==> config.mk <==
export PLATFORM = sky130hd
export DESIGN_NAME = serial_parity_rx
export DESIGN_NICKNAME = d
export VERILOG_FILES = /design/src/rtl/serial_parity_rx.sv
export SDC_FILE = /design/constraint.sdc
export NUM_CORES = 1
export LEC_CHECK = 0
export ABC_AREA = 1
export BUFFER_PORTS_ARGS = -buffer_cell sky130_fd_sc_hd__buf_2
export CAP_MARGIN = 5
export CORE_MARGIN = 2
export CORE_UTILIZATION = 40
export DETAILED_ROUTE_END_ITERATION = 6
export SETUP_SLACK_MARGIN = 0.15
export SLEW_MARGIN = 30
export SYNTH_ARGS = -nofsm -noshare
export SYNTH_HDL_FRONTEND = slang
export SYNTH_SLANG_ARGS = --single-unit
==> constraint.sdc <==
create_clock -name clk -period 1.7 [get_ports clk]
set_input_delay 0.34 -clock clk [delete_from_list [all_inputs] [get_ports clk]]
set_output_delay 0.34 -clock clk [all_outputs]
set_load 0.005 [all_outputs]
==> src/rtl/serial_parity_rx.sv <==
// Serial frame receiver: start(0), DATA_W data bits LSB-first, parity bit, stop(1); checks parity and stop bit.
// Latency: data_valid pulses one clk after the cycle carrying the stop-bit strobe.
// No backpressure: bits arrive as rx_valid strobes and the consumer must take the one-cycle data_valid pulse.
module serial_parity_rx #(
    parameter int DATA_W     = 8,
    parameter bit ODD_PARITY = 1'b0
) (
    input  logic              clk,
    input  logic              rst_n,
    input  logic              abort,
    input  logic              rx_valid,
    input  logic              rx_bit,
    output logic [DATA_W-1:0] data_out,
    output logic              data_valid,
    output logic              parity_err,
    output logic              frame_err,
    output logic              busy
);

    localparam int CNT_W = (DATA_W > 2) ? $clog2(DATA_W) : 1;
    localparam logic [CNT_W-1:0] LAST_BIT = CNT_W'(DATA_W - 1);

    typedef enum logic [1:0] {
        S_IDLE,
        S_DATA,
        S_PARITY,
        S_STOP
    } state_t;

    state_t            state;
    logic [DATA_W-1:0] shift_reg;
    logic [CNT_W-1:0]  cnt;
    logic              acc;
    logic              perr_q;

    // Frame FSM plus the held output word/flags; only rx_valid strobes move it, abort overrides them.
    always_ff @(posedge clk or negedge rst_n) begin
        if (!rst_n) begin
            state      <= S_IDLE;
            shift_reg  <= '0;
            cnt        <= '0;
            acc        <= 1'b0;
            perr_q     <= 1'b0;
            data_out   <= '0;
            data_valid <= 1'b0;
            parity_err <= 1'b0;
            frame_err  <= 1'b0;
        end else begin
            // The completion pulse lasts exactly one cycle.
            data_valid <= 1'b0;
            if (abort) begin
                // Drop the frame; the last delivered word and its flags stay visible.
                state <= S_IDLE;
                cnt   <= '0;
                acc   <= 1'b0;
            end else if (rx_valid) begin
                case (state)
                    S_IDLE: begin
                        // A 1 on an idle line is just the line resting high.
                        if (!rx_bit) begin
                            state <= S_DATA;
                            cnt   <= '0;
                            acc   <= 1'b0;
                        end
                    end
                    S_DATA: begin
                        // LSB arrives first, so shifting in at the MSB leaves it at bit 0 at the end.
                        shift_reg <= {rx_bit, shift_reg[DATA_W-1:1]};
                        acc       <= acc ^ rx_bit;
                        if (cnt == LAST_BIT) begin
                            state <= S_PARITY;
                            cnt   <= '0;
                        end else begin
                            cnt <= cnt + CNT_W'(1);
                        end
                    end
                    S_PARITY: begin
                        perr_q <= acc ^ rx_bit ^ ODD_PARITY;
                        state  <= S_STOP;
                    end
                    S_STOP: begin
                        // A bad stop bit is flagged but the word is still delivered.
                        data_out   <= shift_reg;
                        parity_err <= perr_q;
                        frame_err  <= ~rx_bit;
                        data_valid <= 1'b1;
                        state      <= S_IDLE;
                    end
                    default: state <= S_IDLE;
                endcase
            end
        end
    end

    // Busy whenever a frame is in progress.
    always_comb begin
        busy = (state != S_IDLE);
    end

endmodule
==> results of run 1 <==
final cells by class:
class / count / area share [%]
multi-input cells: 88 / 36.0
inverters: 17 / 4.78
well taps: 44 / 3.83
repair buffers: 20 / 7.65
flip-flops and latches: 26 / 45.2
clock buffers: 4 / 2.52
cells in the final DEF (no fill, tap or decap):
cell and count:
ha_1 5, ha_4 1, dfrtp_1 26, inv_2 2, nand3b_1 1, o21ai_0 1, o21ai_1 3, inv_4 2
inv_1 13, buf_4 4, o21bai_2 1, buf_2 16, nand2_1 44, nor2_1 8, nand2_2 5, nand3_4 1
clkbuf_8 1, nand3_2 1, clkbuf_4 3, o21ai_2 14, nand3_1 3
metrics by stage:
stage	std cells	hold WS (ns)	util [%]	power, mW	setup slack, ns
after global placement	192	0.372	45.2	1.53	0.416
after detailed placement	192	0.376	45.2	1.55	0.359
after global routing	199	0.0265	47.5	2.08	0.162
after CTS	198	0.0168	46.9	1.89	0.171
after floorplan	134	0.0444	-	1.37	0.492
final	199	-0.000463	47.5	1.93	0.252
where the power goes:
group	switching, mW	internal (mW)	total (mW)
clock	0.174	0.131	0.305
combinational	0.422	0.315	0.738
sequential	0.0920	0.791	0.883
metal layers:
| metal | wire [um] | up-vias | track usage [%] |
|---|---|---|---|
| met4 | 23 | 0 | 5.71 |
| met5 | 0 | - | 0 |
| met1 | 954 | 417 | 15.2 |
| li1 | - | 455 | - |
| met3 | 65 | 2 | 2.60 |
| met2 | 991 | 14 | 20.7 |
worst max-delay path, cell delays in order (launching register included):
cell     delay (ns)
dfrtp_1        0.41
inv_2          0.09
ha_4           0.15
inv_1          0.03
buf_2          0.11
timing repair:
item | CTS | global route
endpoints found under the setup margin | 1 | 1
resized for setup | 0 | 4
hold buffers | 0 | 0
buffers inserted | 2 | 1
cells by family (layout without fill, tap and decap cells):
group / Yosys count / in the layout / synth area share (%)
flip-flops: 26 / 26 / 51.3
AO/OA/AOI/OAI: 19 / 19 / 12.1
adder cells (fa/ha/maj): 6 / 6 / 5.92
buffers and inverters: 20 / 41 / 8.79
AND/OR/NAND/NOR: 63 / 63 / 21.8
final timing paths:
path / from / to / slack (ns)
worst max-delay path: state[0] / busy / 0.25
worst min-delay path: rst_n / data_out[1] / -0.0005
worst max register to register: state[0] / cnt[1] / 0.27
worst min register to register: data_out[3] / data_out[3] / 0.49
max in group asynchronous: rst_n / data_out[5] / 1.32
min in group clk: rx_bit / frame_err / 0.24
==> impl_results.md, run 1 <==
- Largest cells by area after synthesis: dfrtp_1 (51%), nand2_1 (13%), o21ai_2 (9.7%)
- Post-synth EDFFs: 0
- Htree depth: 1
- P_leak: ~0.76 nW
- Post-DR wirelength/cell: 10.2 um
- Power density cells: 1340 mW/mm2
- Ys flop type: dfrtp_1
- Chip Width: 60.3 um
- Grt ovf: 0
- Max-cap violations: 0
- Mapped Cells: around 130
- Core box area: 0.00303 mm2
- GP Congestion: 0.795
- Critical Path End Type: output port
- Via count: 888
- Total wire length: 2030 um
- Std-Cell Rows: 20
- Final Cycle Share: between 80 and 90%
- Inserted Clock Buffers: 3
- Fin. Hold Viols: 5
- Area leader, netlist: dfrtp_1
- Clk_lat worst skew: 0.31 ns
- First-pass GRT wire length: 3330 um
- CTS tree: done
- CP required: 1.36 ns
- Max Clk Rate: 691 MHz
- Netlist cell types: 17
- Port bufs: 16
- Initial core utilization: roughly two fifths
- Ant. Diodes: 0
- Post-synthesis average cell area: 9.46 um2
- Max IR drop VDD: slightly below 500 uV
- First-pass iteration count of the detailed router: 4
- Sequential share of the synthesized area: 51.3%
- Worst Path Max Fanout: 3
- Final HPWL DP: 1450 um
- Status: finished with violations
- Initial antenna violation count: 0
- CTS max path bufs: 2
- Worst Tran Pin Value: between 0.5 and 0.6 ns
- Most common cell in the synthesized netlist: nand2_1
- Clock Pin Slew Worst Setup and Hold Paths: roughly 0.14 ns
- DRC: 0
- CP startpoint kind: register
- Post-Layout Inst Area: 0.00144 mm2
- First-iteration detailed-routing DRC count: 25
- Synthesized area: 0.00127 mm2
- #FFs+latches synth: 26
- Relative slew slack: about three fifths
- CTS sink count: 26
- Final Skew: 0.00964 ns
- Routed Antenna Nets: 0
- CP arrival: 1.11 ns
- Final setup vio count: 0
- Synth Net Count: 145
- Syn. warnings: 0
- Reg2Reg Depth: 7
- Worst hold slack: -0.000463 ns
- Footprint of the multi-input gates: 518 um2
- Register area: between 600 and 700 um2
- Total GRT Usage: ~12%
- Worst Hold Class: in2async
- Commonest cells in the netlist: nand2_1 (44), dfrtp_1 (26), inv_1 (15)
- Full die area: around 0.0036 mm2
- Io pins: 17
- DP Area: 0.00137 mm2
- Vias in the first global route: slightly below 800
- Synth top area share: about half
- Pins Over Slew Limit: 0
- Nets: 167
- Layout cells sized above 1: between 30% and 40%
- Failing checks: negative hold slack
- Largest net degree at the start of global routing: 27
- WS Path Type: reg2out
- Syn-to-layout area delta: 13.5%
- Post-layout min period: ~1.4 ns
- Post-route setup TNS: 0 ns
- Post-synth ARST share: 100%
- Vias per cell: 4.46
- Unrepaired setup endpoints after global routing: no
- Height of the die: 60.3 um
- Fill cells: around 300
- Clock tree root buffer cell: clkbuf_4
Note: power is estimated with default switching activity, not from simulation.
==> inputs of run 2 (changes only) <==
==> constraint.sdc (replaced) <==
create_clock -name clk -period 1.7 [get_ports clk]
set_input_delay 0.17 -clock clk [delete_from_list [all_inputs] [get_ports clk]]
set_output_delay 0.17 -clock clk [all_outputs]
set_load 0.005 [all_outputs]
==> impl_results.md, run 2 (synthesis gave the netlist of run 1 again) <==
- Htree depth: 1 (unchanged)
- Inserted Clock Buffers: 3 (unchanged)
- Critical Path End Type: output port
- HP Start: rx_bit
- Vias per cell: 4.32 (-3.2%)
- Initial core utilization: 41.9% (unchanged)
- Min-Delay Endpoint: frame_err
- Initial antenna violation count: 0 (unchanged)
- Post-CTS Resized: 0 (unchanged)
- Fin. Hold Viols: 0 (-5)
- Power density cells: 1260 mW/mm2 (-6.0%)
- Pins Over Slew Limit: 0 (unchanged)
- Reg2Reg Depth: 6 (-1)
- Final Cycle Share: 82.0% (-3.2 points)
- Clock Pin Slew Worst Setup and Hold Paths: 0.13 ns (about the same)
- CP startpoint kind: register
- Syn-to-layout area delta: 10.5%
- WS Path Type: reg2out
- First-pass GRT wire length: 3380 um (+1.7%)
- Max-cap violations: 0 (unchanged)
- Grt ovf: 0 (unchanged)
- Via count: 847 (-4.6%)
- Most common cell after layout, fill and taps aside: nand2_1
- Max IR drop VDD: 496 uV (+2.2%)
- Post-route setup TNS: 0 ns (unchanged)
- CP required: 1.53 ns (+0.17 ns)
- Postcts setup bufs: 0 (-2)
- Status: finished, final reports clean
- Ant. Diodes: 0 (unchanged)
- Clk_lat worst skew: 0.30 ns (about the same)
- Port bufs: 16 (unchanged)
- Final Skew: 0.00789 ns (-0.00175 ns)
- Nets: 165 (-1.2%)
- R2r endpoint: cnt[1]
- First-iteration detailed-routing DRC count: 39 (+56%)
- Max Clk Rate: 717 MHz (+3.9%)
- Vias in the first global route: 769 (-1.8%)
- Std-Cell Rows: 20 (unchanged)
- CTS tree: done
- Routed Antenna Nets: 0 (unchanged)
- Chip Width: 60.3 um (unchanged)
- Layout cells sized above 1: 28.9% (-4.0 points)
- Core box area: 0.00303 mm2 (unchanged)
- Full die area: 0.00363 mm2 (unchanged)
- Final setup vio count: 0 (unchanged)
- Worst Path Max Fanout: 5 (+2)
- Relative slew slack: 62.0% (+0.40 points)
- Total GRT Usage: 12.6% (+0.18 points)
- Post-layout min period: 1.39 ns (-0.0541 ns)
- Io pins: 17 (unchanged)
- Hold Crit Depth: 2
- Worst Tran Pin Value: 0.570 ns (-0.00593 ns)
- GP Congestion: 0.754 (-5.1%)
- R2r setup slk: 0.37 ns (+0.10 ns)
- P_leak: 0.736 nW (-2.5%)
- CTS sink count: 26 (unchanged)
- Total power: 1.76 mW (-8.5%)
- Final HPWL DP: 1430 um (-1.1%)
- Unrepaired setup endpoints after global routing: no
- CP arrival: 1.22 ns (+0.11 ns)
- Total wire length: 1920 um (-5.6%)
- Largest net degree at the start of global routing: 27 (unchanged)
- First-pass iteration count of the detailed router: 4 (unchanged)
- DRC: 0 (unchanged)
- CTS max path bufs: 2 (unchanged)
- Most frequent cells in the layout: nand2_1 (44), dfrtp_1 (26), buf_2 (16)
- Hold buffer count at cts: 1 (+1)
- Fill cells: 297 (-1.3%)
- Reg2reg start: state[0]
- Post-DR wirelength/cell: 9.79 um (-4.2%)
- Height of the die: 60.3 um (unchanged)
- Worst Hold Class: in2reg
- Clock tree root buffer cell: clkbuf_4
==> run 2: changes by cell type in the layout (fill, tap and decap cells not counted), sizes merged <==
cell         change
buf              -3
dlygate4sd3      +1
clkbuf           -1
==> run 2: worst max-delay path: stages (launching register included) <==
cell     delay (ns)
dfrtp_1        0.44
inv_1          0.09
ha_1           0.24
inv_1          0.06
buf_2          0.10
==> run 2: where the power goes <==
| part | internal, mW | total (mW) | leakage, nW | switching (mW) |
|---|---|---|---|---|
| logic | 0.252 | 0.624 | 0.371 | 0.372 |
| clock network | 0.0825 | 0.242 | 0.0138 | 0.159 |
| registers | 0.791 | 0.896 | 0.351 | 0.104 |
==> run 2: stage by stage <==
stage / util (%) / instance area [um2] / worst slack, ns / hold slack [ns] / instances
5_1_grt: 46.2 / 1400 / 0.215 / 0.0782 / 196
3_5_place_dp: 45.2 / 1370 / 0.390 / 0.207 / 192
3_3_place_gp: 45.2 / 1370 / 0.415 / 0.205 / 192
2_1_floorplan: - / 1270 / 0.492 / -0.126 / 134
4_1_cts: 46.2 / 1400 / 0.287 / 0.0768 / 196
6_report: 46.2 / 1400 / 0.306 / 0.0860 / 196
==> run 2: worst max path at each step <==
| stage | start | slack [ns] | cells past startpoint | to |
|---|---|---|---|---|
| 3_5_place_dp | state[1] | 0.39 | 5 | shift_reg[3] |
| 4_1_cts | state[0] | 0.29 | 4 | busy |
| 3_3_place_gp | state[1] | 0.41 | 5 | shift_reg[0] |
| 5_1_grt | state[1] | 0.22 | 7 | cnt[1] |
| 2_1_floorplan | state[1] | 0.49 | 6 | shift_reg[5] |
| 6_report | state[0] | 0.31 | 4 | busy |
==> run 2: area by class of cell <==
class	instances	area (um2)	share of cell area, %
flip-flops and latches	26	651	46.5
multi-input cells	88	505	36.1
repair buffers	18	97.6	6.97
inverters	17	68.8	4.92
well taps	44	55.1	3.93
clock buffers	3	22.5	1.61
==> run 2: per-layer routing <==
layer  global-route usage, %  up-vias  share of wire, %
met5                       0        -                 0
met4                    5.71        0               1.2
met3                    1.95        2               3.3
met2                    19.4       12                45
met1                    17.2      384                50
li1                        -      449                 -
